===== src/rtl/square_pkg.sv =====
// Shared helpers for the square field: growth-rate curve, staggered reset depths
// and the LFSR rotation used to decorrelate per-square respawn offsets.
package square_pkg;

  localparam int unsigned RndW      = 8;
  localparam int unsigned PassedW   = 8;
  localparam int unsigned PassedMax = 255;

  // Step size in fraction units: 2.0, 1.0, 0.5, 0.25 for the four depth bands.
  function automatic int unsigned growth_rate(input int unsigned k, input int unsigned depth_i,
                                              input int unsigned frac);
    int unsigned band;
    band = (k >> (depth_i - 2)) & 32'd3;
    return (32'd1 << (frac + 1)) >> band;
  endfunction

  // Integer depth of square idx at reset; wraps modulo 2^depth_i.
  function automatic int unsigned reset_depth(input int unsigned idx, input int unsigned depth_i,
                                              input int unsigned spacing);
    int unsigned dmax;
    dmax = (32'd1 << depth_i) - 32'd1;
    return (dmax - idx * spacing) & dmax;
  endfunction

  function automatic logic [RndW-1:0] rotl_rnd(input logic [RndW-1:0] v, input int unsigned n);
    logic [2*RndW-1:0] w;
    w = {v, v} << (n % RndW);
    return w[2*RndW-1 -: RndW];
  endfunction

endpackage


===== src/rtl/square_chan.sv =====
// One obstacle square: fixed-point depth/position state, per-frame advance,
// joystick drift, respawn at the far plane and the cruiser proximity compare.
module square_chan
  import square_pkg::*;
#(
  parameter int unsigned POS_I       = 7,
  parameter int unsigned DEPTH_I     = 6,
  parameter int unsigned FRAC        = 7,
  parameter int unsigned SPACING     = 16,
  parameter int unsigned HIT_R       = 4,
  parameter bit          RESPAWN_ABS = 1'b0,
  parameter int unsigned INDEX       = 0
) (
  input  logic               clk_i,
  input  logic               rst_ni,
  input  logic               step_i,
  input  logic               clear_i,
  input  logic               up_i,
  input  logic               down_i,
  input  logic               left_i,
  input  logic               right_i,
  input  logic [POS_I-1:0]   cruiser_x_i,
  input  logic [POS_I-1:0]   cruiser_y_i,
  input  logic [RndW-1:0]    rnd_i,
  output logic [POS_I-1:0]   x_o,
  output logic [POS_I-1:0]   y_o,
  output logic [DEPTH_I-1:0] depth_o,
  output logic               respawn_o,
  output logic               hit_o
);

  localparam int unsigned DW = DEPTH_I + FRAC;
  localparam int unsigned PW = POS_I + FRAC;
  localparam logic [DEPTH_I-1:0] DMax     = '1;
  localparam logic [DW-1:0]      DInit    = DW'(reset_depth(INDEX, DEPTH_I, SPACING)) << FRAC;
  localparam logic [DW-1:0]      DRespawn = {DMax, {FRAC{1'b0}}};
  localparam logic [PW-1:0]      PInit    = PW'((32'd1 << (POS_I - 1)) - 32'd1) << FRAC;

  logic [DW-1:0]      d_q, d_d;
  logic [PW-1:0]      x_q, x_d, y_q, y_d;
  logic [DEPTH_I-1:0] d_int;
  logic [POS_I-1:0]   x_int, y_int;
  logic [DW-1:0]      grate;
  logic [PW-1:0]      lrate, rnd_x, rnd_y;
  int unsigned        adx, ady;

  // dec has priority over inc; no move once the integer part sits at its limit.
  function automatic logic [PW-1:0] lat_move(input logic [PW-1:0] v, input logic dec,
                                             input logic inc, input logic [PW-1:0] rate);
    logic [PW:0] sum;
    lat_move = v;
    sum = {1'b0, v} + {1'b0, rate};
    if (dec) begin
      if (v[PW-1 -: POS_I] != '0) lat_move = (v < rate) ? '0 : v - rate;
    end else if (inc) begin
      if (v[PW-1 -: POS_I] != '1) lat_move = sum[PW] ? '1 : sum[PW-1:0];
    end
  endfunction

  assign d_int = d_q[DW-1 -: DEPTH_I];
  assign x_int = x_q[PW-1 -: POS_I];
  assign y_int = y_q[PW-1 -: POS_I];
  assign grate = DW'(growth_rate(32'(d_int), DEPTH_I, FRAC));
  assign lrate = PW'(growth_rate(32'(DMax - d_int), DEPTH_I, FRAC));
  assign rnd_x = PW'(rnd_i[3:0]) << FRAC;
  assign rnd_y = PW'(rnd_i[7:4]) << FRAC;

  assign respawn_o = step_i & (d_q < grate);

  // Proximity uses the pre-respawn position.
  always_comb begin
    adx = (x_int >= cruiser_x_i) ? 32'(x_int - cruiser_x_i) : 32'(cruiser_x_i - x_int);
    ady = (y_int >= cruiser_y_i) ? 32'(y_int - cruiser_y_i) : 32'(cruiser_y_i - y_int);
    hit_o = respawn_o && (adx <= HIT_R) && (ady <= HIT_R);
  end

  always_comb begin
    d_d = d_q;
    x_d = x_q;
    y_d = y_q;
    if (clear_i) begin
      d_d = DInit;
      x_d = PInit;
      y_d = PInit;
    end else if (respawn_o) begin
      d_d = DRespawn;
      if (RESPAWN_ABS) begin
        x_d = rnd_x;
        y_d = rnd_y;
      end else begin
        x_d = x_q + rnd_x;
        y_d = y_q + rnd_y;
      end
    end else if (step_i) begin
      d_d = d_q - grate;
      x_d = lat_move(x_q, right_i, left_i, lrate);
      y_d = lat_move(y_q, down_i, up_i, lrate);
    end
  end

  always_ff @(posedge clk_i or negedge rst_ni) begin
    if (!rst_ni) begin
      d_q <= DInit;
      x_q <= PInit;
      y_q <= PInit;
    end else begin
      d_q <= d_d;
      x_q <= x_d;
      y_q <= y_d;
    end
  end

  assign x_o     = x_int;
  assign y_o     = y_int;
  assign depth_o = d_int;

endmodule


===== src/rtl/square_field.sv =====
// N_SQ independent obstacle squares advancing toward the viewer, with registered
// respawn/hit pulses and a saturating count of passed squares.
module square_field
  import square_pkg::*;
#(
  parameter int unsigned N_SQ        = 4,
  parameter int unsigned POS_I       = 7,
  parameter int unsigned DEPTH_I     = 6,
  parameter int unsigned FRAC        = 7,
  parameter int unsigned SPACING     = 16,
  parameter int unsigned HIT_R       = 4,
  parameter bit          RESPAWN_ABS = 1'b0
) (
  input  logic                    clk_i,
  input  logic                    rst_ni,
  input  logic                    enable_i,
  input  logic                    clear_i,
  input  logic                    up_i,
  input  logic                    down_i,
  input  logic                    left_i,
  input  logic                    right_i,
  input  logic [POS_I-1:0]        cruiser_x_i,
  input  logic [POS_I-1:0]        cruiser_y_i,
  input  logic [RndW-1:0]         random_i,
  output logic [N_SQ*POS_I-1:0]   xcenter_o,
  output logic [N_SQ*POS_I-1:0]   ycenter_o,
  output logic [N_SQ*DEPTH_I-1:0] depth_o,
  output logic [N_SQ-1:0]         respawn_o,
  output logic                    hit_o,
  output logic [PassedW-1:0]      passed_o
);

  logic                 step;
  logic [N_SQ-1:0]      resp_now, hit_now;
  logic [N_SQ-1:0]      respawn_q;
  logic                 hit_q;
  logic [PassedW-1:0]   passed_q, passed_d;
  logic [3:0]           resp_cnt;
  logic [PassedW:0]     pass_sum;

  // clear wins over enable, so a clearing cycle never produces pulses.
  assign step = enable_i & ~clear_i;

  for (genvar i = 0; i < N_SQ; i++) begin : g_sq
    logic [RndW-1:0] rnd;
    assign rnd = rotl_rnd(random_i, 2 * i);

    square_chan #(
      .POS_I      (POS_I),
      .DEPTH_I    (DEPTH_I),
      .FRAC       (FRAC),
      .SPACING    (SPACING),
      .HIT_R      (HIT_R),
      .RESPAWN_ABS(RESPAWN_ABS),
      .INDEX      (i)
    ) u_chan (
      .clk_i      (clk_i),
      .rst_ni     (rst_ni),
      .step_i     (step),
      .clear_i    (clear_i),
      .up_i       (up_i),
      .down_i     (down_i),
      .left_i     (left_i),
      .right_i    (right_i),
      .cruiser_x_i(cruiser_x_i),
      .cruiser_y_i(cruiser_y_i),
      .rnd_i      (rnd),
      .x_o        (xcenter_o[i*POS_I +: POS_I]),
      .y_o        (ycenter_o[i*POS_I +: POS_I]),
      .depth_o    (depth_o[i*DEPTH_I +: DEPTH_I]),
      .respawn_o  (resp_now[i]),
      .hit_o      (hit_now[i])
    );
  end

  always_comb begin
    resp_cnt = '0;
    for (int i = 0; i < N_SQ; i++) begin
      resp_cnt = resp_cnt + 4'(resp_now[i]);
    end
    pass_sum = {1'b0, passed_q} + (PassedW + 1)'(resp_cnt);
    passed_d = (pass_sum > (PassedW + 1)'(PassedMax)) ? PassedW'(PassedMax)
                                                      : pass_sum[PassedW-1:0];
    if (clear_i) passed_d = '0;
  end

  always_ff @(posedge clk_i or negedge rst_ni) begin
    if (!rst_ni) begin
      respawn_q <= '0;
      hit_q     <= 1'b0;
      passed_q  <= '0;
    end else begin
      respawn_q <= resp_now;
      hit_q     <= |hit_now;
      passed_q  <= passed_d;
    end
  end

  assign respawn_o = respawn_q;
  assign hit_o     = hit_q;
  assign passed_o  = passed_q;

endmodule


===== config.mk =====
export PLATFORM = sky130hd
export DESIGN_NAME = square_field
export DESIGN_NICKNAME = d
export VERILOG_FILES = /design/src/rtl/square_pkg.sv /design/src/rtl/square_chan.sv /design/src/rtl/square_field.sv
export SDC_FILE = /design/constraint.sdc
export NUM_CORES = 1
export LEC_CHECK = 0
export BUFFER_PORTS_ARGS = -buffer_cell sky130_fd_sc_hd__buf_2
export CORE_MARGIN = 4
export CORE_UTILIZATION = 65
export CTS_BUF_LIST = sky130_fd_sc_hd__clkbuf_16
export CTS_CLUSTER_SIZE = 24
export DETAILED_ROUTE_END_ITERATION = 7
export PLACE_DENSITY = 0.85
export SLEW_MARGIN = 20
export SYNTH_ARGS = -nofsm -noshare
export SYNTH_HDL_FRONTEND = slang
export SYNTH_HIERARCHICAL = 1
export SYNTH_SLANG_ARGS = --single-unit

===== constraint.sdc =====
create_clock -name clk_i -period 11.45 [get_ports clk_i]
set_input_delay 0.5725 -clock clk_i [delete_from_list [all_inputs] [get_ports clk_i]]
set_output_delay 0.5725 -clock clk_i [all_outputs]
set_load 0.01 [all_outputs]

* After elaboration in Yosys (flattened, before gate mapping)
Index checks and enable logic that the tools add are counted.
Cells by class: add/sub/neg operators 52, magnitude comparators 29, shifts and indexed selects 8, reductions and logical operators 45, muxes and demuxes 94, eq/ne operators 16, bitwise operators 6
Operators with widths (number):
- $mux W14 | 72
- $le A32 B3 Y1 const B | 8
- $mux W32 | 8
- $mux W13 | 12
- $sub A7 B7 Y8 | 16
- $add A14 B14 Y15 | 8
- $add A14 B11 Y14 | 8
- $lt A14 B14 Y1 | 8
- $sub A14 B14 Y14 | 8
- $reduce_bool A4 Y1 | 16
- $ge A7 B7 Y1 | 8
- $ne A7 B7 Y1 const B | 8
- $reduce_bool A7 Y1 | 8
- $shr A9 B2 Y14 const A | 4
- $lt A13 B13 Y1 | 4
- $shr A9 B2 Y13 const A | 4
- $sub A13 B13 Y13 | 4
- $ne A4 B2 Y1 const B | 8
- $reduce_and A4 Y1 | 8
- $sub A6 B6 Y6 const A | 4
- $mux W8 | 2
- $reduce_bool A3 Y1 | 4
- $add A8 B4 Y9 | 1
- $gt A9 B8 Y1 const B | 1
- other kinds (7) | 18
Storage, ports and cells: word-level logic and storage cells 265, bits of input ports 30, register bits after elaboration 177, output and inout port bits 93

* Depth between registers and ports, before layout
Gate-level depths: netlist of run 1.
depth after elaboration 10, mapped depth 19, mapped depth without buffers 15

* Hierarchy
Netlist of run 1, hierarchy kept.
Modules (own cells, without submodules):
- square_chan at g_sq[2].u_chan | instances 1, area an instance 4332.9 µm², cells each 558
- square_chan at g_sq[3].u_chan | instances 1, area an instance 4332.9 µm², cells each 555
- square_chan at g_sq[1].u_chan | instances 1, area an instance 4282.9 µm², cells each 563
- square_chan at g_sq[0].u_chan | instances 1, area an instance 4262.8 µm², cells each 552
- square_field | instances 1, area an instance 618.1 µm², cells each 50

* Least setup slack after synthesis of run 1
Ideal clock, no wire load.
path type input-to-reg, start point in clear_i, end point reg passed_q[6], in the netlist passed_o[6], required time 11364 ps, buffers on the path 5, arrival time 4153 ps, stages on the path 18, slack 7211 ps, cell sequence clkbuf_1 nor2b_1 buf_4 nor3b_1 a211oi_2 or4_1 buf_6 inv_8 buf_12 buf_12 fa_1 inv_1 fa_1 inv_1 fa_1 and4_4 and4b_2 nor3_1
Between the ends: elaborated cells between the ends (all ways) 13
RTL lines:
- from (decl) | RTL line square_field.sv:17 | input logic clear_i,
- $not A1 Y1 * | RTL line square_field.sv:42 | assign step = enable_i & ~clear_i;
- $and A1 B1 Y1 * | RTL line square_field.sv:42
- net step | RTL line square_field.sv:33 | logic step;
- $and A1 B1 Y1 * | RTL line square_chan.sv:68 | assign respawn_o = step_i & (d_q < grate);
- net resp_now[2] | RTL line square_field.sv:34 | logic [N_SQ-1:0] resp_now, hit_now;
- $add A2 B1 Y3 * | RTL line square_field.sv:79 | resp_cnt = resp_cnt + 4'(resp_now[i]);
- $add A3 B1 Y4 * | RTL line square_field.sv:79
- $add A8 B4 Y9 * | RTL line square_field.sv:81 | pass_sum = {1'b0, passed_q} + (PassedW + 1)'(resp_cnt);
- $gt A9 B8 Y1 | RTL line square_field.sv:82 | passed_d = (pass_sum > (PassedW + 1)'(PassedMax)) ? PassedW'(PassedMax)
- $mux W8 * | RTL line square_field.sv:82
- $mux W8 * | RTL line square_field.sv:84 | if (clear_i) passed_d = '0;
- net passed_d[6] | RTL line square_field.sv:37 | logic [PassedW-1:0] passed_q, passed_d;
- to (signal assigned) | RTL line square_field.sv:95 | passed_q <= passed_d;
- to (decl) | RTL line square_field.sv:37
Mark *: on every way through the listed nets, which the timed path passes. The rest lies on a longest branch. A chain may end at the register's enable or synchronous reset.

* Final worst setup path of run 1
Ends and elaborated chain as after synthesis.

==> impl_metrics.json, run 1 <==
{
  "worstSetupPathType": "primary input to flip-flop",
  "grt_pass1_wl_mm": 82.2,
  "critical_path.reg2reg.endpoint": "passed_o[6]$_DFF_PN0_",
  "crit_path_max_fanout": 51,
  "ys_seq_area_frac": 0.169,
  "start_util": 0.662,
  "antennaDiodeCount": 0,
  "irDropWorstVdd_mv": 0.0834,
  "worst_hold_check_path_type": "primary input to async pin",
  "drt_first_iter_violations": 1957,
  "syn_avg_cell_area_um2": 7.83,
  "ctsHtreeMaxLevel": 4,
  "switching_share": 0.371,
  "cts.repair_timing.setup_buffer_count": 0,
  "grt_overflow": 0,
  "worstSetupStartpointType": "primary input",
  "via_density": 6.64,
  "groute.usage.overall": 0.325,
  "worst_r2r_path_depth": 14,
  "preCtsSetupSlack_ns": 6.13,
  "clk_pin_slew_worst_paths_ns": 0.06,
  "detail-route-antenna-nets": 0,
  "routed_wl_mm": 50.6,
  "ys_async_sr_fraction": 1.00,
  "dp_hpwl_mm": 36.7,
  "cts-resized-gates": 0,
  "worst_ep_required_time_ns": 11.78,
  "worst-endpoint-arrival_ns": 5.28,
  "worst_clock_skew_ns": 0.0134,
  "netlist_instances": 2278,
  "power.share.clock": 0.336,
  "drt_pass1_iterations": 8,
  "violations": "design-rule violations",
  "postLayoutSetupSlackWorst_ns": 6.50,
  "final.fill_count": 2187,
  "ioPinCount": 123,
  "setup_tns_ns": 0,
  "final_critical_path_share_of_the_clock_period": 0.432,
  "drt_wl_cell_um": 19.5,
  "post-route-min-period_ns": 4.95,
  "number_of_buffers_created_by_cts": 17,
  "fp.dieW_um": 174,
  "ys_dominant_reg_cell": "sky130_fd_sc_hd__dfstp_2",
  "place.detailed.instances": 2566,
  "static-leakage-power_nw": 8.39,
  "die_h_um": 174,
  "floorplan.die_area_um2": 30100,
  "fmaxAchievable_mhz": 202,
  "grt_setup_unrepaired": "false",
  "grt_antenna_before_repair": 0,
  "cts.sink_count": 117,
  "max-slew-margin-rel": 0.418,
  "worst_setup_path_startpoint": "clear_i",
  "layout_commonest_cell": "sky130_fd_sc_hd__ha_1",
  "worst-r2r-setup-slack_ns": 6.68,
  "muxShareOfSynthArea": 0.0218,
  "synthesis.nets": 2560,
  "worst_pin_slew_ns": 0.872,
  "grt_pass1_vias": 16500,
  "post_dp_cell_area_um2": 17800,
  "io_buffer_count": 122,
  "layout.cells.non_filler": 2598,
  "maximum_clock_path_buffer_count": 2,
  "cts_root_buf": "sky130_fd_sc_hd__clkbuf_16",
  "report.final.hold_viol_count": 0,
  "post_cts_hold_buffer_count": 0,
  "flow.area_growth_from_synthesis_pct": 2.94,
  "p_per_area_nw_per_um2": 84.4,
  "yosys.area_share.xor_xnor": 0.0373,
  "synth_warnings": 6,
  "core_area_um2": 27000,
  "most-common-layout-cells": "sky130_fd_sc_hd__ha_1, sky130_fd_sc_hd__inv_1, sky130_fd_sc_hd__nor2_1",
  "netSwitchingPower_mw": 0.574,
  "largest_family_of_logic_cells_by_synthesized_area": "compound AO/OA/AOI/OAI gates",
  "core.rowCount": 60,
  "synth-edff-count": 0,
  "synth_simple_gate_area_frac": 0.197,
  "worstSkewPairLatency_ns": 0.43,
  "mappedNetlistArea_um2": 17800,
  "synth.distinct_cells": 123,
  "tritoncts": "built",
  "cap_violations": 0,
  "cell_internal_pwr_mw": 0.975,
  "synth-seq-cells": 117,
  "fin_area_um2": 18400,
  "synth_compound_area_frac": 0.278,
  "detailroute.via_count": 17300,
  "outcome": "finished, violations left",
  "globalplace.congestion": 0.960,
  "grt_max_degree": 69,
  "comb_power_share": 0.355,
  "endpoint_kind": "flip-flop",
  "residual_drc_count": 1,
  "seq_power_share": 0.309,
  "setup-violations-final": 0,
  "slew_viol_final": 0,
  "setup.worst_path.end": "passed_o[6]$_DFF_PN0_",
  "final_layout_size_suffix_gt1_frac": 0.139,
  "finalNetCount": 2526,
  "reg2reg_from": "g_sq[2].u_chan/d_q[11]$_DFFE_PN1N_",
  "share_of_synthesized_cell_area_in_full_adder_half_adder_and_majority_cells": 0.185
}
## kinds of logic (layout without fill, tap and decap cells)
group / Yosys count / count (layout)
adder cells (fa/ha/maj): 252 / 252
AO/OA/AOI/OAI: 706 / 706
AND/OR/NAND/NOR: 681 / 681
buffers and inverters: 409 / 388
XOR/XNOR: 76 / 76
multiplexers: 37 / 37
flip-flops: 117 / 117
## registers in the layout (all words and copies together) (netlist names)
signal	flops
g_sq.u_chan/x_q	36
g_sq.u_chan/d_q	32
g_sq.u_chan/y_q	36
respawn_o	4
passed_o	8
hit_o	1
## worst max-delay path: stages
cell,delay (ns)
sky130_fd_sc_hd__buf_4,0.29
sky130_fd_sc_hd__nor2b_4,0.16
sky130_fd_sc_hd__buf_4,0.34
sky130_fd_sc_hd__buf_4,0.45
sky130_fd_sc_hd__nor4b_1,0.35
sky130_fd_sc_hd__a211oi_2,0.15
sky130_fd_sc_hd__or4_1,0.79
sky130_fd_sc_hd__inv_8,0.32
sky130_fd_sc_hd__fa_1,0.45
sky130_fd_sc_hd__inv_1,0.08
sky130_fd_sc_hd__fa_1,0.19
sky130_fd_sc_hd__inv_1,0.06
sky130_fd_sc_hd__fa_1,0.42
sky130_fd_sc_hd__and4_4,0.20
sky130_fd_sc_hd__and4b_2,0.20
sky130_fd_sc_hd__nor3_1,0.19
## through the flow
step | utilization | hold slack (ns) | power, mW
after floorplan | - | 0.277 | 0.892
after global placement | 0.661 | 0.486 | 1.00
after detailed placement | 0.661 | 0.510 | 1.02
after CTS | 0.681 | 0.265 | 1.54
after global routing | 0.681 | 0.308 | 1.63
final | 0.681 | 0.229 | 1.55
## final cells by class
cell class	count	area [um^2]	area share
clock inverters	15	124	0.00675
flip-flops and latches	117	3010	0.164
inverters	228	868	0.0473
multi-input cells	1752	12800	0.699
clock buffers	17	425	0.0232
repair buffers	128	661	0.0360
well taps	341	427	0.0232
## metal layers
metal | global-route usage | part of all wire
met1 | 0.427 | 0.41
met4 | 0.143 | 0.045
met5 | 0 | 0
met3 | 0.0441 | 0.085
met2 | 0.536 | 0.46
## Yosys cell counts (10+ instances only)
master / number / area share
sky130_fd_sc_hd__a21o_1: 29 / 0.012
sky130_fd_sc_hd__a22o_1: 11 / 0.0054
sky130_fd_sc_hd__a221oi_1: 13 / 0.0064
sky130_fd_sc_hd__buf_4: 86 / 0.036
sky130_fd_sc_hd__fa_1: 19 / 0.021
sky130_fd_sc_hd__nand4_1: 15 / 0.0053
sky130_fd_sc_hd__o31ai_1: 18 / 0.0076
sky130_fd_sc_hd__a311oi_1: 10 / 0.0049
sky130_fd_sc_hd__ha_1: 233 / 0.16
sky130_fd_sc_hd__o221ai_1: 12 / 0.0059
sky130_fd_sc_hd__o31a_1: 11 / 0.0054
sky130_fd_sc_hd__a31oi_1: 24 / 0.0084
sky130_fd_sc_hd__o21bai_1: 32 / 0.013
sky130_fd_sc_hd__a22oi_1: 14 / 0.0059
sky130_fd_sc_hd__and3_1: 11 / 0.0039
sky130_fd_sc_hd__o211ai_1: 30 / 0.013
sky130_fd_sc_hd__o21a_1: 27 / 0.011
sky130_fd_sc_hd__xor2_1: 24 / 0.012
sky130_fd_sc_hd__inv_1: 218 / 0.046
sky130_fd_sc_hd__or4_1: 10 / 0.0042
sky130_fd_sc_hd__xnor2_1: 52 / 0.026
sky130_fd_sc_hd__dfstp_2: 68 / 0.10
sky130_fd_sc_hd__nand2b_1: 62 / 0.022
sky130_fd_sc_hd__and2_1: 11 / 0.0039
sky130_fd_sc_hd__clkbuf_1: 57 / 0.012
sky130_fd_sc_hd__nor2_1: 176 / 0.037
sky130_fd_sc_hd__nand3_1: 56 / 0.016
sky130_fd_sc_hd__a21oi_1: 170 / 0.048
sky130_fd_sc_hd__o21ai_0: 129 / 0.036
sky130_fd_sc_hd__buf_2: 24 / 0.0067
sky130_fd_sc_hd__nor2b_1: 33 / 0.012
sky130_fd_sc_hd__dfrtp_1: 49 / 0.069
sky130_fd_sc_hd__or3_1: 18 / 0.0063
sky130_fd_sc_hd__nor3_1: 69 / 0.019
sky130_fd_sc_hd__nand2_1: 133 / 0.028
sky130_fd_sc_hd__or2_2: 15 / 0.0053
sky130_fd_sc_hd__a211oi_1: 30 / 0.013
sky130_fd_sc_hd__mux2i_1: 31 / 0.017
## worst min-delay path by stage
stage | start | to | slack (ns) | cells after the start
after floorplan | rst_ni | g_sq[0].u_chan/d_q[5]$_DFFE_PN0N_ | 0.28 | 0
after global placement | g_sq[0].u_chan/d_q[9]$_DFFE_PN1N_ | g_sq[0].u_chan/d_q[9]$_DFFE_PN1N_ | 0.49 | 2
after detailed placement | g_sq[0].u_chan/d_q[9]$_DFFE_PN1N_ | g_sq[0].u_chan/d_q[9]$_DFFE_PN1N_ | 0.51 | 2
after CTS | rst_ni | g_sq[3].u_chan/d_q[6]$_DFFE_PN0N_ | 0.27 | 1
after global routing | rst_ni | g_sq[3].u_chan/d_q[6]$_DFFE_PN0N_ | 0.31 | 1
final | rst_ni | g_sq[3].u_chan/d_q[6]$_DFFE_PN0N_ | 0.23 | 1
## power by group through the flow
stage | clock, mW | combinational, mW | sequential (mW)
after floorplan | 0 | 0.433 | 0.460
after global placement | 0 | 0.519 | 0.482
final | 0.520 | 0.550 | 0.479
after global routing | 0.544 | 0.609 | 0.482
after CTS | 0.526 | 0.540 | 0.477
after detailed placement | 0 | 0.535 | 0.483
Power figures use the tool's default switching activity.
==> run 2: changes to the inputs <==
- CORE_UTILIZATION: 65 -> 57
- PLACE_DENSITY: 0.85 -> 0.79
- clock period: 11.45 -> 4.22 ns (I/O delays scaled with it)
==> impl_metrics.json, run 2 (synthesis results as in run 1) <==
{
  "core_area_um2": 30700,
  "grt_pass1_wl_mm": 83.2,
  "p_per_area_nw_per_um2": 237,
  "total_power_mw": 4.40,
  "routed_wl_mm": 51.6,
  "cts_root_buf": "sky130_fd_sc_hd__clkbuf_16",
  "reg2reg_from": "g_sq[2].u_chan/d_q[11]$_DFFE_PN1N_",
  "finalNetCount": 2539,
  "drt_wl_cell_um": 19.3,
  "cap_violations": 0,
  "floorplan.die_area_um2": 34200,
  "drt_first_iter_violations": 1837,
  "final_layout_size_suffix_gt1_frac": 0.147,
  "fp.dieW_um": 185,
  "dp_hpwl_mm": 37.6,
  "ioPinCount": 123,
  "grt_antenna_before_repair": 0,
  "residual_drc_count": 0,
  "final_critical_path_share_of_the_clock_period": 0.933,
  "clk_pin_slew_worst_paths_ns": 0.06,
  "slew_viol_final": 0,
  "worstSetupStartpointType": "flip-flop",
  "use_met1": 0.376,
  "setup-violations-final": 0,
  "hold-path-cell-count": 4,
  "worst_clock_skew_ns": 0.0126,
  "switching_share": 0.367,
  "groute.usage.overall": 0.298,
  "tritoncts": "built",
  "post-route-min-period_ns": 3.94,
  "irDropWorstVdd_mv": 0.314,
  "grt_overflow": 0,
  "cell_internal_pwr_mw": 2.79,
  "critical_path.reg2reg.endpoint": "passed_o[6]$_DFF_PN0_",
  "detailroute.via_count": 17100,
  "via_density": 6.41,
  "antennaDiodeCount": 0,
  "core.rowCount": 64,
  "outcome": "complete, no violations",
  "layout_commonest_cell": "sky130_fd_sc_hd__ha_1",
  "worst_hold_check_path_type": "primary input to flip-flop",
  "seq_power_share": 0.295,
  "setup_tns_ns": 0,
  "grt_pass1_vias": 16400,
  "worst_pin_slew_ns": 0.850,
  "comb_power_share": 0.340,
  "postLayoutSetupSlackWorst_ns": 0.281,
  "io_buffer_count": 122,
  "detail-route-antenna-nets": 0,
  "start_util": 0.580,
  "drt_pass1_iterations": 6,
  "endpoint_kind": "flip-flop",
  "ctsHtreeMaxLevel": 4,
  "globalplace.congestion": 0.948,
  "die_h_um": 185,
  "globalRouteMet3Util": 0.0579,
  "static-leakage-power_nw": 8.48,
  "met2_track_demand_over_resource": 0.483,
  "report.final.hold_viol_count": 0,
  "cts.sink_count": 117,
  "number_of_buffers_created_by_cts": 17,
  "netSwitchingPower_mw": 1.62,
  "fmaxAchievable_mhz": 254,
  "crit_path_max_fanout": 7,
  "min_to": "g_sq[2].u_chan/d_q[7]$_DFFE_PN1N_",
  "min_from": "clear_i",
  "worst-r2r-setup-slack_ns": 0.28,
  "worst_ep_required_time_ns": 4.59,
  "grt-busiest-layer": "met2",
  "power.share.clock": 0.365,
  "maximum_clock_path_buffer_count": 2,
  "timing.hold.ws_ns": 0.208,
  "layout_top_registers": "g_sq.u_chan/x_q: 36 flops, g_sq.u_chan/y_q: 36 flops, g_sq.u_chan/d_q: 32 flops",
  "grt_setup_unrepaired": "false",
  "max-slew-margin-rel": 0.433,
  "most-common-layout-cells": "sky130_fd_sc_hd__ha_1, sky130_fd_sc_hd__inv_1, sky130_fd_sc_hd__nor2_1",
  "cts.repair_timing.setup_buffer_count": 0,
  "worst_r2r_path_depth": 14,
  "worst-endpoint-arrival_ns": 4.31,
  "grt_max_degree": 59,
  "flow.area_growth_from_synthesis_pct": 4.35,
  "worstSetupPathType": "flip-flop to flip-flop",
  "worstSkewPairLatency_ns": 0.46,
  "preCtsSetupSlack_ns": 0.286
}
[run 2: changes by cell type in the layout (fill, tap and decap cells not counted), moves of 2 or more]
cell	delta
sky130_fd_sc_hd__buf_4	+12
sky130_fd_sc_hd__clkinv_1	-5
sky130_fd_sc_hd__clkinv_4	+4
sky130_fd_sc_hd__bufinv_16	+2
sky130_fd_sc_hd__clkinv_2	-2
sky130_fd_sc_hd__clkinvlp_4	+2
sky130_fd_sc_hd__inv_1	-2
[run 2: repair_timing]
action | 4_1_cts | 5_1_grt
resized for setup | 0 | 0
hold buffers | 1 | 0
hold endpoints to repair | 16 | 0
[run 2: per-layer routing]
layer  up-vias  part of all wire
met4         0             0.056
met5         -                 0
met3       168             0.077
met1      8069              0.41
li1       8078                 -
met2       769              0.45
[run 2: how the worst max path moves through the flow]
stage | cells past startpoint | start | end
6_report | 14 | g_sq[2].u_chan/d_q[11]$_DFFE_PN1N_ | passed_o[6]$_DFF_PN0_
5_1_grt | 14 | g_sq[2].u_chan/d_q[12]$_DFFE_PN0N_ | passed_o[6]$_DFF_PN0_
4_1_cts | 14 | g_sq[2].u_chan/d_q[11]$_DFFE_PN1N_ | passed_o[6]$_DFF_PN0_
3_5_place_dp | 14 | g_sq[2].u_chan/d_q[11]$_DFFE_PN1N_ | passed_o[6]$_DFF_PN0_
3_3_place_gp | 14 | g_sq[2].u_chan/d_q[12]$_DFFE_PN0N_ | passed_o[6]$_DFF_PN0_
2_1_floorplan | 17 | g_sq[2].u_chan/d_q[11]$_DFFE_PN1N_ | passed_o[6]$_DFF_PN0_
[run 2: final cells by class]
cell class | count | area (um^2)
multi-input combinational | 1752 | 12800
fill | 2731 | 12100
sequential | 117 | 3010
inverter | 228 | 868
timing repair buffer | 141 | 761
tap | 396 | 495
clock buffer | 17 | 425
clock inverter | 15 | 206
[run 2: power by group through the flow]
stage / clock network [mW] / logic [mW] / registers, mW
5_1_grt: 1.67 / 1.66 / 1.31
4_1_cts: 1.63 / 1.47 / 1.29
3_5_place_dp: 0 / 1.46 / 1.31
6_report: 1.61 / 1.50 / 1.30
3_3_place_gp: 0 / 1.41 / 1.31
2_1_floorplan: 0 / 1.17 / 1.25
[run 2: through the flow]
stage,cell area [um^2],std cells,util
finish,18600,2666,0.605
global route,18600,2666,0.605
CTS,18600,2666,0.605
detailed placement,18000,2633,0.584
global placement,18000,2633,0.584
floorplan,17800,2278,-
[run 2: worst max-delay path, stage by stage, from the launching register on]
cell,delay (ns)
sky130_fd_sc_hd__dfstp_2,0.58
sky130_fd_sc_hd__nand2b_1,0.12
sky130_fd_sc_hd__ha_1,0.33
sky130_fd_sc_hd__nor4b_1,0.37
sky130_fd_sc_hd__a211oi_2,0.10
sky130_fd_sc_hd__or4_1,0.54
sky130_fd_sc_hd__inv_8,0.12
sky130_fd_sc_hd__fa_1,0.40
sky130_fd_sc_hd__inv_1,0.07
sky130_fd_sc_hd__fa_1,0.20
sky130_fd_sc_hd__inv_1,0.06
sky130_fd_sc_hd__fa_1,0.41
sky130_fd_sc_hd__and4_4,0.19
sky130_fd_sc_hd__and4b_2,0.20
sky130_fd_sc_hd__nor3_1,0.15
==> run 3: changes to the inputs <==
- ABC_AREA: default -> 1
- CORE_UTILIZATION: 57 -> 58
- PLACE_DENSITY: 0.79 -> 0.8
==> impl_metrics.json, run 3 <==
{
  "layout_top_registers": "g_sq.u_chan/x_q: 36 flops, g_sq.u_chan/y_q: 36 flops, g_sq.u_chan/d_q: 32 flops",
  "endpoint_kind": "flip-flop",
  "fmaxAchievable_mhz": 266,
  "start_util": 0.595,
  "slew_viol_final": 0,
  "ctsHtreeMaxLevel": 4,
  "crit_path_max_fanout": 7,
  "core_area_um2": 33900,
  "synth_warnings": 6,
  "worst_hold_check_path_type": "primary input to flip-flop",
  "die_h_um": 194,
  "report.final.hold_viol_count": 0,
  "antennaDiodeCount": 0,
  "p_per_area_nw_per_um2": 287,
  "synthesis.nets": 3625,
  "fp.dieW_um": 194,
  "io_buffer_count": 122,
  "ioPinCount": 123,
  "grt_antenna_before_repair": 1,
  "worst_clock_skew_ns": 0.0109,
  "dp_hpwl_mm": 47.7,
  "ys_async_sr_fraction": 1.00,
  "synth_area_leaders": "sky130_fd_sc_hd__nand2_1, sky130_fd_sc_hd__ha_1, sky130_fd_sc_hd__inv_1, sky130_fd_sc_hd__dfstp_2, sky130_fd_sc_hd__nand3_1",
  "grt_overflow": 0,
  "routed_wl_mm": 62.0,
  "maximum_clock_path_buffer_count": 2,
  "synth.distinct_cells": 68,
  "master_of_the_slowest_instance_on_the_critical_path": "sky130_fd_sc_hd__dfstp_2",
  "max-slew-margin-rel": 0.516,
  "setup_tns_ns": 0,
  "yosys.area.top_type": "sky130_fd_sc_hd__nand2_1",
  "drt_pass1_iterations": 7,
  "core.rowCount": 67,
  "worst_ep_required_time_ns": 4.53,
  "layout_commonest_cell": "sky130_fd_sc_hd__nand2_1",
  "outcome": "complete, no violations",
  "synth-seq-cells": 117,
  "netlist_instances": 3343,
  "static-leakage-power_nw": 12.0,
  "most-common-layout-cells": "sky130_fd_sc_hd__nand2_1, sky130_fd_sc_hd__inv_1, sky130_fd_sc_hd__nor2_1",
  "worst-endpoint-arrival_ns": 4.06,
  "via_density": 5.69,
  "share_of_yosys_cell_area_claimed_by_the_top_area_cell_type": 0.187,
  "residual_drc_count": 0,
  "ys_seq_area_frac": 0.150,
  "flow.area_growth_from_synthesis_pct": 4.04,
  "synth_common_cells": "sky130_fd_sc_hd__nand2_1, sky130_fd_sc_hd__inv_1, sky130_fd_sc_hd__nor2_1",
  "timing.critical_path.cells": "inv_1 -> nor2_1 -> inv_1 -> ha_1 -> nand2_1 -> nor2_2 -> nor2_2 -> nand2_2 -> inv_2 -> fa_1 -> inv_1 -> fa_1 -> inv_2 -> fa_1 -> nand2_1 -> clkinv_2 -> nand2_2 -> nor3_1 -> nor3_1",
  "grt_setup_unrepaired": "false",
  "setup-violations-final": 0,
  "synth-edff-count": 0,
  "final_layout_size_suffix_gt1_frac": 0.112,
  "use_met1": 0.416,
  "synth_most_common_cell": "sky130_fd_sc_hd__nand2_1",
  "grt_max_degree": 73,
  "cts.sink_count": 117,
  "worstSetupPathType": "flip-flop to flip-flop",
  "detail-route-antenna-nets": 0,
  "mappedNetlistArea_um2": 20100,
  "met2_track_demand_over_resource": 0.522,
  "globalRouteMet3Util": 0.0497,
  "drt_wl_cell_um": 16.3,
  "drt_first_iter_violations": 1742,
  "cap_violations": 0,
  "irDropWorstVdd_mv": 0.321,
  "worst_path_largest_cell_delay_ns": 0.58,
  "crit_family": "adder cells",
  "grt-busiest-layer": "met2",
  "groute.usage.overall": 0.317,
  "grt_pass1_wl_mm": 99.9,
  "fin_area_um2": 21000,
  "worst_pin_slew_ns": 0.726,
  "detailroute.via_count": 21700,
  "post-route-min-period_ns": 3.76,
  "grt_pass1_vias": 20200,
  "floorplan.die_area_um2": 37800,
  "globalplace.congestion": 1.00,
  "worstSkewPairLatency_ns": 0.45,
  "clk_pin_slew_worst_paths_ns": 0.06,
  "ys_dominant_reg_cell": "sky130_fd_sc_hd__dfstp_2",
  "cts_root_buf": "sky130_fd_sc_hd__clkbuf_16",
  "crit_buf_inv": 6,
  "worstSetupStartpointType": "flip-flop",
  "final_critical_path_share_of_the_clock_period": 0.890,
  "tritoncts": "built",
  "finalNetCount": 3630,
  "post_dp_cell_area_um2": 20400,
  "number_of_buffers_created_by_cts": 17,
  "syn_avg_cell_area_um2": 6.02
}
run 3: changes by cell type after synthesis, moves of 33 or more:
cell / previous run / this run
sky130_fd_sc_hd__clkbuf_1: 57 / 13
sky130_fd_sc_hd__inv_1: 218 / 493
sky130_fd_sc_hd__inv_2: 4 / 43
sky130_fd_sc_hd__nand2_1: 133 / 1005
sky130_fd_sc_hd__nand2b_1: 62 / 1
sky130_fd_sc_hd__nand3_1: 56 / 300
sky130_fd_sc_hd__nand4_1: 15 / 74
sky130_fd_sc_hd__nor2_1: 176 / 342
sky130_fd_sc_hd__nor2b_1: 33 / 0
sky130_fd_sc_hd__nor3_1: 69 / 24
sky130_fd_sc_hd__o21ai_0: 129 / 83
sky130_fd_sc_hd__xnor2_1: 52 / 12
run 3: routing by layer:
| metal | up-vias | wire length (um) |
|---|---|---|
| met2 | 998 | 27800 |
| met1 | 9955 | 25700 |
| met5 | - | 13 |
| li1 | 10500 | - |
| met3 | 174 | 5690 |
| met4 | 2 | 2750 |
run 3: final cells by class:
cell class | count | area [um^2]
repair buffers | 132 | 703
fillers | 3298 | 12900
clock buffers | 17 | 425
inverters | 545 | 2070
flip-flops and latches | 117 | 3010
well taps | 448 | 561
multi-input cells | 2535 | 14000
clock inverters | 15 | 146
run 3: stage by stage:
step / power [mW] / util / worst slack, ns / cells / hold slack [ns]
floorplan: 3.79 / - / 0.682 / 3343 / -0.0846
global placement: 4.39 / 0.602 / 0.708 / 3776 / 0.277
detailed placement: 4.46 / 0.602 / 0.511 / 3776 / 0.288
CTS: 5.97 / 0.619 / 0.506 / 3809 / 0.232
global route: 6.49 / 0.619 / 0.175 / 3809 / 0.263
finish: 6.01 / 0.619 / 0.464 / 3809 / 0.260
run 3: cells by family after synthesis:
family | Yosys count | share of synthesized area
xor+xnor | 62 | 0.0270
fa+ha+maj | 252 | 0.164
simple gates | 1867 | 0.408
flops | 117 | 0.150
compound gates | 354 | 0.0976
buf+inv | 691 | 0.154
run 3: final timing paths:
path,startpoint,to,slack [ns],depth (start not counted)
worst min register to register,g_sq[3].u_chan/d_q[10]$_DFFE_PN1N_,g_sq[3].u_chan/d_q[10]$_DFFE_PN1N_,0.50,2
min in group asynchronous,rst_ni,g_sq[1].u_chan/x_q[6]$_DFFE_PN0P_,0.36,2
worst max-delay path,g_sq[0].u_chan/d_q[11]$_DFFE_PN1N_,passed_o[6]$_DFF_PN0_,0.46,19
worst min-delay path,clear_i,g_sq[0].u_chan/d_q[5]$_DFFE_PN0N_,0.26,4
max in group asynchronous,rst_ni,g_sq[0].u_chan/x_q[11]$_DFFE_PN1P_,2.96,3
worst max register to register,g_sq[0].u_chan/d_q[11]$_DFFE_PN1N_,passed_o[6]$_DFF_PN0_,0.46,19
run 3: where the power goes:
group / leakage (nW) / total (mW) / switching (mW) / internal (mW)
Combinational: 10.3 / 3.01 / 1.96 / 1.04
Clock: 0.291 / 1.49 / 0.581 / 0.908
Sequential: 1.38 / 1.51 / 0.246 / 1.27
run 3: repair_timing:
action,4_1_cts,5_1_grt
hold buffers,1,0
buffers inserted,0,0
gates resized for setup,0,0
hold endpoints to repair,17,0
run 3: worst register-to-register path, cell delays in order, from the launching register on:
cell and delay [ns]:
sky130_fd_sc_hd__dfstp_2 0.58, sky130_fd_sc_hd__inv_1 0.08, sky130_fd_sc_hd__nor2_1 0.25, sky130_fd_sc_hd__inv_1 0.24, sky130_fd_sc_hd__ha_1 0.38, sky130_fd_sc_hd__nand2_1 0.09
sky130_fd_sc_hd__nor2_2 0.15, sky130_fd_sc_hd__nor2_2 0.06, sky130_fd_sc_hd__nand2_2 0.09, sky130_fd_sc_hd__inv_2 0.05, sky130_fd_sc_hd__fa_1 0.49, sky130_fd_sc_hd__inv_1 0.05
sky130_fd_sc_hd__fa_1 0.37, sky130_fd_sc_hd__inv_2 0.09, sky130_fd_sc_hd__fa_1 0.21, sky130_fd_sc_hd__nand2_1 0.09, sky130_fd_sc_hd__clkinv_2 0.09, sky130_fd_sc_hd__nand2_2 0.06
sky130_fd_sc_hd__nor3_1 0.13, sky130_fd_sc_hd__nor3_1 0.07
